===== config.mk =====
export PLATFORM = sky130hd
export DESIGN_NAME = decode_stage
export DESIGN_NICKNAME = d
export VERILOG_FILES = /design/src/rtl/decode_stage.sv
export SDC_FILE = /design/constraint.sdc
export NUM_CORES = 1
export LEC_CHECK = 0
export CAP_MARGIN = 20
export CORE_UTILIZATION = 51
export DETAILED_ROUTE_END_ITERATION = 8
export PLACE_DENSITY = 0.85
export SLEW_MARGIN = 20
export SYNTH_ARGS = -nofsm -noshare
export SYNTH_HDL_FRONTEND = slang
export SYNTH_SLANG_ARGS = --single-unit

===== constraint.sdc =====
create_clock -name clk -period 5.7 [get_ports clk]
set_input_delay 0.855 -clock clk [delete_from_list [all_inputs] [get_ports clk]]
set_output_delay 0.855 -clock clk [all_outputs]
set_load 0.005 [all_outputs]

===== src/rtl/decode_stage.sv =====
// ============================================================================
// Module   : decode_stage
// Purpose  : Registered, handshaked instruction decode stage with a register
//            write scoreboard that stalls read-after-write hazards until the
//            matching writeback arrives.
// Options  : DECODE_PERF_CNT_EN adds a saturating 32-bit hazard stall counter
//            output (stall_cnt).
// Revision : 1.0 - initial release
// ============================================================================
`default_nettype none

module decode_stage #(
  parameter int INSTR_W    = 16,
  parameter int OPTYPE_W   = 3,
  parameter int REG_ADDR_W = 3,
  parameter int VALUE_W    = 16,
  parameter int ALU_OP_W   = 2
) (
  input  logic                  clk,
  input  logic                  rst_n,
  input  logic                  in_valid,
  output logic                  in_ready,
  input  logic [INSTR_W-1:0]    instr,
  output logic                  out_valid,
  input  logic                  out_ready,
  output logic [REG_ADDR_W-1:0] rs1,
  output logic [REG_ADDR_W-1:0] rs2,
  output logic [REG_ADDR_W-1:0] rd,
  output logic [ALU_OP_W-1:0]   alu_op,
  output logic [VALUE_W-1:0]    imm,
  output logic                  reg_write,
  output logic                  print_value,
  input  logic                  wb_valid,
  input  logic [REG_ADDR_W-1:0] wb_rd,
  input  logic                  flush,
  output logic                  busy
`ifdef DECODE_PERF_CNT_EN
  ,
  output logic [31:0]           stall_cnt
`endif
);

  localparam int NUM_REGS = 2**REG_ADDR_W;
  localparam int RD_END   = OPTYPE_W + REG_ADDR_W;
  localparam int RS1_END  = RD_END + REG_ADDR_W;
  localparam int RS2_END  = RS1_END + REG_ADDR_W;

  localparam logic [ALU_OP_W-1:0] e_ALU_noop = ALU_OP_W'(0);
  localparam logic [ALU_OP_W-1:0] e_ALU_add  = ALU_OP_W'(1);

  localparam logic [OPTYPE_W-1:0] c_op_p = OPTYPE_W'(0);
  localparam logic [OPTYPE_W-1:0] c_op_r = OPTYPE_W'(1);
  localparam logic [OPTYPE_W-1:0] c_op_i = OPTYPE_W'(2);
  localparam logic [OPTYPE_W-1:0] c_op_s = OPTYPE_W'(3);
  localparam logic [OPTYPE_W-1:0] c_op_b = OPTYPE_W'(4);
  localparam logic [OPTYPE_W-1:0] c_op_u = OPTYPE_W'(5);
  localparam logic [OPTYPE_W-1:0] c_op_j = OPTYPE_W'(6);
  localparam logic [OPTYPE_W-1:0] c_op_a = OPTYPE_W'(7);

  // Raw instruction fields
  logic [OPTYPE_W-1:0]       w_optype;
  logic [REG_ADDR_W-1:0]     w_f_rd, w_f_rs1, w_f_rs2;
  logic                      w_fn3_msb;
  logic [INSTR_W-4-RS1_END:0] w_iimm_raw;
  logic [VALUE_W-1:0]        w_iimm, w_pimm;

  assign w_optype   = instr[OPTYPE_W-1:0];
  assign w_f_rd     = instr[RD_END-1:OPTYPE_W];
  assign w_f_rs1    = instr[RS1_END-1:RD_END];
  assign w_f_rs2    = instr[RS2_END-1:RS1_END];
  assign w_fn3_msb  = instr[INSTR_W-1];
  assign w_iimm_raw = instr[INSTR_W-4:RS1_END];
  // fn3[2] selects an unsigned immediate; otherwise the field is signed
  assign w_iimm     = w_fn3_msb ? VALUE_W'(w_iimm_raw)
                                : VALUE_W'($signed(w_iimm_raw));
  assign w_pimm     = VALUE_W'(instr[INSTR_W-1:OPTYPE_W]);

  // Decoded bundle
  logic [REG_ADDR_W-1:0] w_dec_rd, w_dec_rs1, w_dec_rs2;
  logic [ALU_OP_W-1:0]   w_dec_alu;
  logic [VALUE_W-1:0]    w_dec_imm;
  logic                  w_dec_rw, w_dec_pv;

  // Optype decode: unused fields are forced to zero so hazard checks on them are harmless
  always_comb begin
    w_dec_rd  = '0;
    w_dec_rs1 = '0;
    w_dec_rs2 = '0;
    w_dec_imm = '0;
    w_dec_alu = e_ALU_noop;
    w_dec_rw  = 1'b0;
    w_dec_pv  = 1'b0;
    case (w_optype)
      c_op_r: begin
        w_dec_rw = 1'b1; w_dec_rd = w_f_rd; w_dec_rs1 = w_f_rs1;
        w_dec_rs2 = w_f_rs2; w_dec_alu = e_ALU_add;
      end
      c_op_i: begin
        w_dec_rw = 1'b1; w_dec_rd = w_f_rd; w_dec_rs1 = w_f_rs1;
        w_dec_imm = w_iimm; w_dec_alu = e_ALU_add;
      end
      c_op_s, c_op_b: begin
        w_dec_rs1 = w_f_rs1; w_dec_rs2 = w_f_rs2;
      end
      c_op_u: begin
        w_dec_rw = 1'b1; w_dec_rd = w_f_rd; w_dec_alu = e_ALU_add;
      end
      c_op_j: begin
        w_dec_rw = 1'b1; w_dec_rd = w_f_rd;
      end
      c_op_a: begin
        w_dec_rs1 = w_f_rs1; w_dec_alu = e_ALU_add; w_dec_pv = 1'b1;
      end
      c_op_p: begin
        w_dec_imm = w_pimm; w_dec_alu = e_ALU_add; w_dec_pv = 1'b1;
      end
      default: ;
    endcase
  end

  // Scoreboard and handshake
  logic [NUM_REGS-1:0] r_pending;
  logic [NUM_REGS-1:0] w_pend_next;
  logic                w_hazard;
  logic                w_issue;

  assign w_hazard = r_pending[w_dec_rs1] | r_pending[w_dec_rs2];
  assign in_ready = (!out_valid | out_ready) & !w_hazard & !flush;
  assign w_issue  = in_valid & in_ready;
  assign busy     = |r_pending;

  // Next scoreboard: writeback clears first so a same-register issue set wins
  always_comb begin
    w_pend_next = r_pending;
    if (wb_valid) begin
      w_pend_next[wb_rd] = 1'b0;
    end
    if (w_issue && w_dec_rw && (w_dec_rd != '0)) begin
      w_pend_next[w_dec_rd] = 1'b1;
    end
  end

  // Scoreboard register; flush wipes all outstanding writes
  always_ff @(posedge clk) begin
    if (!rst_n || flush) begin
      r_pending <= '0;
    end else begin
      r_pending <= w_pend_next;
    end
  end

  // Output register: load on issue, hold under backpressure, drop when drained
  always_ff @(posedge clk) begin
    if (!rst_n) begin
      out_valid   <= 1'b0;
      rd          <= '0;
      rs1         <= '0;
      rs2         <= '0;
      imm         <= '0;
      alu_op      <= e_ALU_noop;
      reg_write   <= 1'b0;
      print_value <= 1'b0;
    end else if (flush) begin
      out_valid <= 1'b0;
    end else if (w_issue) begin
      out_valid   <= 1'b1;
      rd          <= w_dec_rd;
      rs1         <= w_dec_rs1;
      rs2         <= w_dec_rs2;
      imm         <= w_dec_imm;
      alu_op      <= w_dec_alu;
      reg_write   <= w_dec_rw;
      print_value <= w_dec_pv;
    end else if (out_ready) begin
      out_valid <= 1'b0;
    end
  end

`ifdef DECODE_PERF_CNT_EN
  // Saturating count of cycles a presented instruction waits on a hazard
  always_ff @(posedge clk) begin
    if (!rst_n) begin
      stall_cnt <= '0;
    end else if (in_valid && w_hazard && !flush && (stall_cnt != 32'hFFFF_FFFF)) begin
      stall_cnt <= stall_cnt + 32'd1;
    end
  end
`endif

endmodule

`default_nettype wire


Yosys cells after proc, flatten, opt, wreduce, memory -nomap -nowiden
Cells that the tools add are included.
{ "totals": {"reg_bits": 38, "input_bits": 25, "output_inout_bits": 32, "wordCells": 72} }
{ "op_classes": {"magnitude_cmp": 6, "n_eq_ne": 7, "muxes": 20, "bitwise": 10, "n_reduce_logical": 20} }
{ "op_table": {"columns": ["cell", "n"], "rows": [
  ["$pmux 16 s2", 1],
  ["$lt 3x4->1 const B", 4],
  ["$mux 16", 1],
  ["$mux 8", 2],
  ["$eq 3x3->1 const B", 4],
  ["$reduce_or 5->1", 2],
  ["$mux 1", 9],
  ["$mux 3", 3],
  ["$and 8x8->8", 1],
  ["$not 8->8", 1],
  ["$or 8x8->8", 1],
  ["$reduce_or 8->1", 1],
  ["$bmux 1 s3", 2],
  ["$demux 1 s3", 2],
  ["$eq 3x2->1 const B", 2],
  ["$ge 3x1->1 const B", 2],
  ["$logic_and 1x1->1", 4],
  ["$logic_not 1->1", 4],
  ["$reduce_or 2->1", 2],
  ["$reduce_or 4->1", 1],
  ["$and 1x1->1", 3],
  ["$eq 3x1->1 const B", 1],
  ["$logic_not 3->1", 1],
  ["$reduce_bool 3->1", 1],
  ["6 further kinds", 8]
]} }

Longest topological paths before layout
Gate-level depths: netlist of run 1.
{ "logic_depth": {"ltp_word": 13, "depth_mapped": 9, "depth_no_buf": 6} }

Worst setup path before layout of run 1
Ideal clock, no wire load.
{ "synth_timing": {"path_type": "input port to output port", "from": "input instr[2]", "to": "output in_ready", "arrival_time_ps": 2362, "required_ps": 4845, "setup_slack_ps": 2483, "cell_stages": 6, "n_path_buf": 2, "cell_sequence": "buf_6 -> xor2_2 -> o21a_1 -> mux2_4 -> a211oi_4 -> buf_2"} }
{ "synth_between": {"elab_chain_cells": 9, "elab_cells_between_ends": 17, "cone_classes": "5 x eq/ne; 6 x mux; 3 x bitwise; 3 x reduce/logical"} }
{ "synth_lines": {"columns": ["element", "line_no", "source"], "rows": [
  ["start, declared", "23", "input logic [INSTR_W-1:0] instr,"],
  ["$eq 3x3->1 (tied with other cells)", "93", "case (w_optype)"],
  ["$reduce_or 5->1 (no source line) or $reduce_or 3->1 (tied branches)", null, null],
  ["$mux 3", "93", null],
  ["$bmux 1 s3", "127", "assign w_hazard = r_pending[w_dec_rs1] | r_pending[w_dec_rs2];"],
  ["$mux 1 (implied by the code)", "127", null],
  ["$or 1x1->1 (*)", "127", null],
  ["$logic_not 1->1 (*)", "128", "assign in_ready = (!out_valid | out_ready) & !w_hazard & !flush;"],
  ["$and 1x1->1 (*) (2 in series)", "128", null],
  ["end, declared", "22", "output logic in_ready,"]
]} }
Every way passes the cells marked *; elsewhere a longest branch is shown, timed or not. The select of a mux whose other input is x is not followed.

Worst setup path in the final report of run 1
{ "layout_timing": {"from": "input instr[1]", "to": "output in_ready"} }
The elaborated chain is that of the path after synthesis.

==> results of run 1 <==
worst min path at each step:
stage,from,endpoint,cells past startpoint
2_1_floorplan,rs1[0],rs1[0],2
3_3_place_gp,rs2[0],rs2[0],2
3_5_place_dp,rs2[0],rs2[0],2
4_1_cts,rs2[0],rs2[0],2
5_1_grt,rs1[2],rs1[2],2
6_report,rs2[1],rs2[1],2
tightest hold or removal path, delay by kind of cell, from the launching register on:
kind | cells | cell delay [ns]
and+or+nand+nor | 1 | 0.05
muxes | 1 | 0.06
DFF | 1 | 0.31
registers in the layout, indices dropped and copies added, names as in the netlist:
| name | count |
|---|---|
| rs2 | 3 |
| alu_op | 1 |
| rs1 | 3 |
| reg_write | 1 |
| r_pending | 8 |
| print_value | 1 |
| imm | 14 |
| rd | 3 |
| out_valid | 1 |
stage by stage:
step / instances / area [um2] / hold WS (ns) / total power, mW
after floorplan: 215 / 1966 / 0.4544 / 0.3287
after global placement: 302 / 2482 / 0.4501 / 0.3755
after detailed placement: 302 / 2482 / 0.4564 / 0.3773
after CTS: 309 / 2570 / 0.4663 / 0.5569
after global routing: 309 / 2570 / 0.4914 / 0.5839
final: 309 / 2570 / 0.4624 / 0.5538
cells by family (layout without fill, tap and decap cells):
kind of cell    count (synthesis)  in the layout  share of synthesized area (%)
compound gates                 74             74                          28.64
xor+xnor                        2              2                          1.273
buf+inv                        24             70                          6.875
flops                          35             35                          35.65
mux                            20             20                          11.90
other cells                     1              1                         0.1908
simple gates                   59             59                          15.47
layout make-up:
class | instances | area, um2
multi-input cells | 156 | 1130
fillers | 311 | 1119
flip-flops and latches | 35 | 700.7
repair buffers | 58 | 573.1
clock buffers | 6 | 82.58
well taps | 48 | 60.06
inverters | 5 | 18.77
clock inverters | 1 | 5.005
cell usage in the layout (no fill, tap or decap), types with 4 or more instances in the layout:
cell type	instances
nor2_1	6
clkdlybuf4s50_1	55
a21oi_1	22
a311oi_2	5
a311oi_1	5
o21ai_0	4
nand2_1	22
a21boi_0	4
nand3_1	11
clkbuf_8	6
o211ai_1	9
dfxtp_1	35
o21a_1	5
inv_1	5
mux2i_1	14
routing by layer:
metal / vias to the layer above / GRT usage [%]
li1: 895 / -
met1: 849 / 34.52
met2: 75 / 40.69
met3: 9 / 5.893
met4: 0 / 8.807
met5: - / 0
where the power goes:
part           internal, mW  switching, mW  total, mW
logic                0.0564         0.0583      0.115
clock network        0.0947         0.0863      0.181
registers             0.254        0.00448      0.258
==> metrics.md, run 1 <==
| Metric | Value |
|---|---|
| Yosys Warn Count | 0 |
| H-tree level count | 2 |
| CP Buf/Inv Count | 2 |
| WS Path Type | in -> out |
| Tmin final | 4.112 ns |
| Cell count after synthesis | 215 |
| Clock Sinks | 35 |
| Slew Limit Fails | 0 |
| Initial antenna violation count | 0 |
| Leak | 0.9288 nW |
| Post-CTS setup buffers | 0 |
| Rows | 22 |
| Detailed placement HPWL | 3.405 mm |
| Final core utilization | 69.67% |
| Most frequent cell after synthesis | dfxtp_1 |
| Reg clk slew, reported paths | 0.07 ns |
| Layout cell share with drive strength beyond 1 | 10.73% |
| Gp weighted congestion | 0.8826 |
| Setup TNS | 0 ns |
| Post-Syn Nets | 240 |
| Final Skew | 0.004282 ns |
| M1 WL | 2.173 mm |
| Crit. End Element | output port |
| CP Data Arrival Time | 3.26 ns |
| Final hold viol count | 0 |
| CP Depth | 6 |
| Syn_area_per_cell | 9.142 um2 |
| CP startpoint | instr[1] |
| Sequential area share after synthesis | 35.65% |
| Die area | 0.004106 mm2 |
| Routed via count | 1828 |
| Final setup vio count | 0 |
| CP max-delay cell | clkdlybuf4s50_1 |
| Die W | 64.08 um |
| Fmax | 243.2 MHz |
| DR pass1 iterations | 4 |
| Worst reg2reg path startpoint | r_pending[7] |
| Vias per inst | 5.916 |
| Core Box Area | 0.003689 mm2 |
| First-pass GRT wire length | 8.183 mm |
| Cell family with most CP delay | buffers and inverters |
| DRT iter0 DRCs | 147 |
| Clk root buf | clkbuf_8 |
| DR top layer | met4 |
| Routed met2 length | 2.179 mm |
| Vias in the first global route | 1747 |
| Initial core utilization | 53.29% |
| Hold WC Path Type | reg -> reg |
| Max-Slew Margin vs Limit | 31.46% |
| CP required | 4.85 ns |
| Power density over cell area | 215.5 mW/mm2 |
| PortBufs | 55 |
| Top_reg_cell synth | dfxtp_1 |
| Ys async rst share | 0% |
| TritonCTS clock tree | built |
| DR DRC count | 0 |
| Status | complete, no violations |
| Routed WL | 4.740 mm |
| Final worst setup slack | 1.588 ns |
| Nets@finish | 286 |
| Top-Level Pins | 57 |
| Ant diodes | 0 |
| Hold_buf cts | 0 |
| Number of flops mapped to enable cells by yosys | 0 |
| Most frequent CP cell | clkdlybuf4s50_1 |
| DIE HEIGHT | 64.08 um |
| Overflow after GRT | 0 |
| Final worst-path cycle share | 72.15% |
| Gr usage total | 25.82% |
| FF-to-FF path depth | 7 |
| FF-to-FF setup slack | 3.42 ns |
| CP Launch Type | primary input |
| Crit path cell chain | clkdlybuf4s50_1, nand3b_1, o21a_1, mux2_4, a211oi_4, clkdlybuf4s50_1 |
| Max Cap Viol | 0 |
| Worst-margin pin slew | 1.020 ns |
| Pin count of the biggest net entering global routing | 31 |
| Critical Path Sink | in_ready |
| Post-synth top cells | dfxtp_1, a21oi_1, nand2_1, mux2i_1, nand3_1 |
| Area growth syn-to-layout | 30.74% |
| Post-CTS sizing | 0 |
| Syn Std Cell Area | 0.001966 mm2 |
| Maximum VDD drop | 0.0001375 V |
| Largest stage delay on the critical path | 0.80 ns |
| WL met3 | 298 um |
| Buffer depth of the longest clock path | 2 |
| Wire per inst | 15.34 um |
| CTS Buf Count | 5 |
| Area share of the largest cell type after synthesis | 35.65% |
| DP Worst Slack | 1.600 ns |
| Seq cells post-synth | 35 |
| Routed Antenna Nets | 0 |
| Reg2reg end | r_pending[4] |
| Synth area leaders | dfxtp_1, mux2i_1, a21oi_1, nand2_1, a311oi_2 |
| Synth cell types | 50 |
| Worst-skew pair later-pin latency | 0.29 ns |
| Crit-path max FO | 13 |
| Cell taking the most area after synthesis | dfxtp_1 |
| Setup repair after global routing missed its margin | false |
Note: power is estimated with default switching activity, not from simulation.
==> run 2: changes to the inputs <==
--- a/config.mk
+++ b/config.mk
@@ -6,9 +6,9 @@
 export NUM_CORES = 1
 export LEC_CHECK = 0
 export CAP_MARGIN = 20
-export CORE_UTILIZATION = 51
+export CORE_UTILIZATION = 47
 export DETAILED_ROUTE_END_ITERATION = 8
-export PLACE_DENSITY = 0.85
+export PLACE_DENSITY = 0.79
 export SLEW_MARGIN = 20
 export SYNTH_ARGS = -nofsm -noshare
 export SYNTH_HDL_FRONTEND = slang
==> constraint.sdc (replaced) <==
create_clock -name clk -period 4 [get_ports clk]
set_input_delay 0.6 -clock clk [delete_from_list [all_inputs] [get_ports clk]]
set_output_delay 0.6 -clock clk [all_outputs]
set_load 0.005 [all_outputs]
==> run 2 against run 1 <==
Clock skew rose by 0.0027 ns. Sequential cell count did not move. First-iteration DRC count fell by 14%. Total power rose by 48%. Critical path depth did not move. Global-route usage fell by 1.3 points. Non-clock buffer count rose by 5. Sequential share of layout area fell by 0.55 points. Cell area rose by 2.0%. Hold slack got worse by 0.0021 ns. Clock-buffer cell count rose by 2.
==> metrics.md, run 2 (synthesis results as in run 1) <==
| Metric | Value |
|---|---|
| Status | complete, no violations |
| TritonCTS clock tree | built |
| Power density over cell area | 311.9 mW/mm2 |
| Reg clk slew, reported paths | 0.07 ns |
| Maximum VDD drop | 0.0002218 V |
| Layout cell share with drive strength beyond 1 | 12.36% |
| DR pass1 iterations | 4 |
| Fmax | 285.3 MHz |
| Tmin final | 3.506 ns |
| Clk root buf | clkbuf_8 |
| Core Box Area | 0.004000 mm2 |
| Dpl cells | 309 |
| Hold WC Path Type | reg -> reg |
| Crit path cell chain | clkdlybuf4s50_1, nand3b_1, o21a_1, mux2_4, a211oi_4, clkdlybuf4s50_1 |
| Max Cap Viol | 0 |
| Overflow after GRT | 0 |
| CP Launch Type | primary input |
| Gp weighted congestion | 0.9023 |
| Final worst-path cycle share | 87.64% |
| Pin count of the biggest net entering global routing | 30 |
| FF-to-FF setup slack | 1.66 ns |
| CP Data Arrival Time | 2.91 ns |
| Leak | 0.9581 nW |
| Vias in the first global route | 1716 |
| Worst reg2reg path startpoint | r_pending[4] |
| Rows | 23 |
| Nets@finish | 291 |
| Final Skew | 0.006990 ns |
| Commonest non-fill, non-tap cell in the layout | clkdlybuf4s50_1 |
| Worst-margin pin slew | 0.6453 ns |
| CP required | 3.40 ns |
| Detailed placement HPWL | 3.596 mm |
| Gr usage total | 24.52% |
| CP startpoint | instr[0] |
| Hold_buf cts | 0 |
| Non-filler cells, final | 317 |
| Final hold viol count | 0 |
| Slew Limit Fails | 0 |
| Setup TNS | 0 ns |
| Routed Antenna Nets | 0 |
| Biggest regs | imm: 14 flops, r_pending: 8 flops |
| DP Worst Slack | 0.5258 ns |
| Most frequent CP cell | clkdlybuf4s50_1 |
| Commonest cells after routing, fill and taps aside | clkdlybuf4s50_1, dfxtp_1, a21oi_1, nand2_1, mux2i_1 |
| PortBufs | 55 |
| H-tree level count | 2 |
| Routed WL | 5.117 mm |
| Hold Worst Slack | 0.4603 ns |
| Vias per inst | 5.921 |
| Worst-skew pair later-pin latency | 0.29 ns |
| Crit. End Element | output port |
| Wire per inst | 16.14 um |
| DRT iter0 DRCs | 126 |
| Final setup vio count | 0 |
| Largest stage delay on the critical path | 0.74 ns |
| Worst Hold Launch | imm[0] |
| Top-Level Pins | 57 |
| Die area | 0.004445 mm2 |
| Final worst setup slack | 0.4944 ns |
| Buffer depth of the longest clock path | 2 |
| Max-Slew Margin vs Limit | 56.83% |
| CTS Buf Count | 5 |
| Routed via count | 1877 |
| Area growth syn-to-layout | 33.42% |
| DR DRC count | 0 |
| Max FFs per register | 14 |
| Initial antenna violation count | 0 |
| Die W | 66.67 um |
| Setup repair after global routing missed its margin | false |
| Post-CTS sizing | 0 |
| Clock Sinks | 35 |
| Ant diodes | 0 |
| Post-CTS setup buffers | 0 |
| Initial core utilization | 49.14% |
| DIE HEIGHT | 66.67 um |
| WS Path Type | in -> out |
| First-pass GRT wire length | 8.073 mm |
| Most flops, register | imm |
| CP max-delay cell | clkdlybuf4s50_1 |
| Crit-path max FO | 13 |
run 2: cell type report:
class                   instances  area, um2
repair buffers                 63      610.6
fillers                       353       1378
well taps                      50      62.56
inverters                       5      18.77
flip-flops and latches         35      700.7
clock buffers                   8      100.1
multi-input cells             156       1130
run 2: path summary, 6_finish.rpt:
check	to	cells after the start
setup / recovery	in_ready	6
hold / removal	imm[0]	2
setup reg to reg	r_pending[5]	7
hold reg to reg	imm[0]	2
run 2: where the power goes:
group / total (mW) / leakage [nW] / switching (mW) / internal, mW
clock: 0.281 / 0.0515 / 0.124 / 0.157
combinational: 0.169 / 0.622 / 0.0857 / 0.0834
sequential: 0.368 / 0.284 / 0.00677 / 0.361
total: 0.818 / 0.958 / 0.216 / 0.602
run 2: metal layers:
metal | GRT usage [%] | wire (um) | up-vias | share of wire (%)
met4 | 13.30 | 144 | 0 | 2.8
met1 | 32.43 | 2236 | 861 | 44
li1 | - | - | 909 | -
met3 | 3.938 | 343 | 17 | 6.7
met2 | 37.63 | 2393 | 90 | 47
met5 | 0 | 0 | - | 0
run 2: through the flow:
stage | power (mW) | utilization, % | instance area [um2]
after detailed placement | 0.5428 | 63.06 | 2522
after global placement | 0.5398 | 63.06 | 2522
after floorplan | 0.4684 | - | 1966
final | 0.8179 | 65.56 | 2623
after global routing | 0.8499 | 65.56 | 2623
after CTS | 0.8211 | 65.56 | 2623
run 2: critical path, delay by kind of cell:
| kind | cells | cell delay (ns) |
|---|---|---|
| compound gates | 2 | 0.48 |
| mux | 1 | 0.35 |
| simple gates | 1 | 0.20 |
| buf+inv | 2 | 1.28 |
==> run 3: changes to the inputs <==
--- a/config.mk
+++ b/config.mk
@@ -6,6 +6,7 @@
 export NUM_CORES = 1
 export LEC_CHECK = 0
 export CAP_MARGIN = 20
+export CORE_MARGIN = 1.5
 export CORE_UTILIZATION = 47
 export DETAILED_ROUTE_END_ITERATION = 8
 export PLACE_DENSITY = 0.79
==> run 3 against run 2 <==
Clock-buffer cell count did not move. Via count fell by 1.1%. Non-clock buffer count unchanged. Wire length decreased by 4.6%. Sequential cell count unchanged.
==> metrics.md, run 3 (synthesis results as in run 1) <==
| Metric | Value |
|---|---|
| Worst-skew pair later-pin latency | 0.28 ns |
| CP required | 3.40 ns |
| Sw frac | 25.93% |
| Final hold viol count | 0 |
| Crit. End Element | output port |
| Largest stage delay on the critical path | 0.75 ns |
| Final Instance Area | 0.002623 mm2 |
| Leak | 0.9581 nW |
| Gp weighted congestion | 0.8122 |
| Fmax | 284.5 MHz |
| Detailed placement HPWL | 3.515 mm |
| TritonCTS clock tree | built |
| H-tree level count | 2 |
| Clk root buf | clkbuf_8 |
| DR DRC count | 0 |
| CTS Buf Count | 5 |
| Buffer depth of the longest clock path | 2 |
| Wire per inst | 15.40 um |
| Most frequent CP cell | clkdlybuf4s50_1 |
| Tmin final | 3.515 ns |
| Gr usage total | 22.67% |
| Most flops, register | imm |
| Final setup vio count | 0 |
| DIE HEIGHT | 67.67 um |
| Power share of the sequential group | 45.3% |
| FF/Latch Area | 700.7 um2 |
| GR Layer Usage met2 | 37.01% |
| Power density over cell area | 309.9 mW/mm2 |
| Routed Antenna Nets | 0 |
| Hold Worst Slack | 0.4616 ns |
| Final worst-path cycle share | 87.88% |
| Clock Sinks | 35 |
| Initial core utilization | 49.14% |
| Layout cell share with drive strength beyond 1 | 12.36% |
| P_sw | 0.2107 mW |
| CP Launch Type | primary input |
| Initial antenna violation count | 0 |
| Grt met1 use | 29.64% |
| Max-Slew Margin vs Limit | 58.25% |
| Fill cells | 347 |
| Crit-path max FO | 13 |
| Nets@finish | 291 |
| Vias in the first global route | 1689 |
| Most used routing layer | met2 |
| Crit path cell chain | clkdlybuf4s50_1, nand3b_1, o21a_1, mux2_4, a211oi_4, clkdlybuf4s50_1 |
| Die area | 0.004579 mm2 |
| CP max-delay cell | clkdlybuf4s50_1 |
| Max FFs per register | 14 |
| Status | complete, no violations |
| Overflow after GRT | 0 |
| Routed WL | 4.882 mm |
| Die W | 67.67 um |
| PortBufs | 55 |
| Multi-input gate area | 0.001130 mm2 |
| Max Cap Viol | 0 |
| Worst-margin pin slew | 0.6241 ns |
| Rows | 23 |
| CP Buf/Inv Count | 2 |
| Hold WC Path Type | reg -> reg |
| Core Box Area | 0.004000 mm2 |
| Top-Level Pins | 57 |
| Maximum VDD drop | 0.0002132 V |
| Commonest cells after routing, fill and taps aside | clkdlybuf4s50_1, dfxtp_1, a21oi_1, nand2_1, mux2i_1 |
| Reg clk slew, reported paths | 0.07 ns |
| Cell family with most CP delay | buffers and inverters |
| Setup repair after global routing missed its margin | false |
| Pint | 0.6019 mW |
| Pin count of the biggest net entering global routing | 30 |
| Vias per inst | 5.858 |
| Met3 GRT Util | 5.000% |
| Biggest regs | imm: 14 flops, r_pending: 8 flops |
| Clock power share | 34.2% |
| Gate power share | 20.6% |
| Post-CTS setup buffers | 0 |
| Routed via count | 1857 |
| CP Data Arrival Time | 2.92 ns |
| DRT iter0 DRCs | 150 |
| Area growth syn-to-layout | 33.42% |
| Slew Limit Fails | 0 |
| Commonest non-fill, non-tap cell in the layout | clkdlybuf4s50_1 |
| Final Skew | 0.003846 ns |
| Post-CTS sizing | 0 |
| Tot Pwr | 0.8126 mW |
| Area after DPL | 0.002522 mm2 |
| Hold_buf cts | 0 |
| Setup TNS | 0 ns |
| WS Path Type | in -> out |
| First-pass GRT wire length | 7.872 mm |
| Ant diodes | 0 |
| DR pass1 iterations | 4 |
## run 3: cell counts in the layout (fill, tap and decap cells not counted)
Identical to the previous run, type by type.
## run 3: tightest hold or removal path, stage by stage (launching register included)
cell,delay [ns]
dfxtp_1,0.31
nand2_1,0.05
mux2i_1,0.06
## run 3: per-layer routing
metal / vias to the layer above / routed length, um
met3: 10 / 354
met2: 82 / 2308
met5: - / 0
met1: 854 / 2151
met4: 0 / 68
li1: 911 / -
## run 3: worst paths after layout
kind                              startpoint            to  slack, ns  depth (start not counted)
worst max-delay path                instr[0]      in_ready       0.48                          6
worst min-delay path                  rs2[1]        rs2[1]       0.46                          2
worst max register to register  r_pending[7]  r_pending[5]       1.73                          7
worst min register to register        rs2[1]        rs2[1]       0.46                          2
## run 3: area by class of cell
type	count	share of cell area (%)
Inverter	5	0.7156
Timing Repair Buffer	63	23.28
Sequential cell	35	26.72
Tap cell	50	2.385
Multi-Input combinational cell	156	43.08
Clock buffer	8	3.817
## run 3: power groups by stage
| stage | clock, mW | combinational [mW] | sequential (mW) |
|---|---|---|---|
| after floorplan | 0 | 0.0918 | 0.377 |
| after global placement | 0 | 0.164 | 0.376 |
| after detailed placement | 0 | 0.166 | 0.376 |
| after CTS | 0.284 | 0.167 | 0.368 |
| after global routing | 0.300 | 0.181 | 0.369 |
| final | 0.278 | 0.167 | 0.368 |
## run 3: through the flow
step | utilization, % | setup slack [ns] | std cells
detailed placement | 63.06 | 0.5135 | 309
global route | 65.56 | 0.3592 | 317
finish | 65.56 | 0.4847 | 317
CTS | 65.56 | 0.5113 | 317
global placement | 63.06 | 0.5874 | 309
floorplan | - | 1.293 | 215
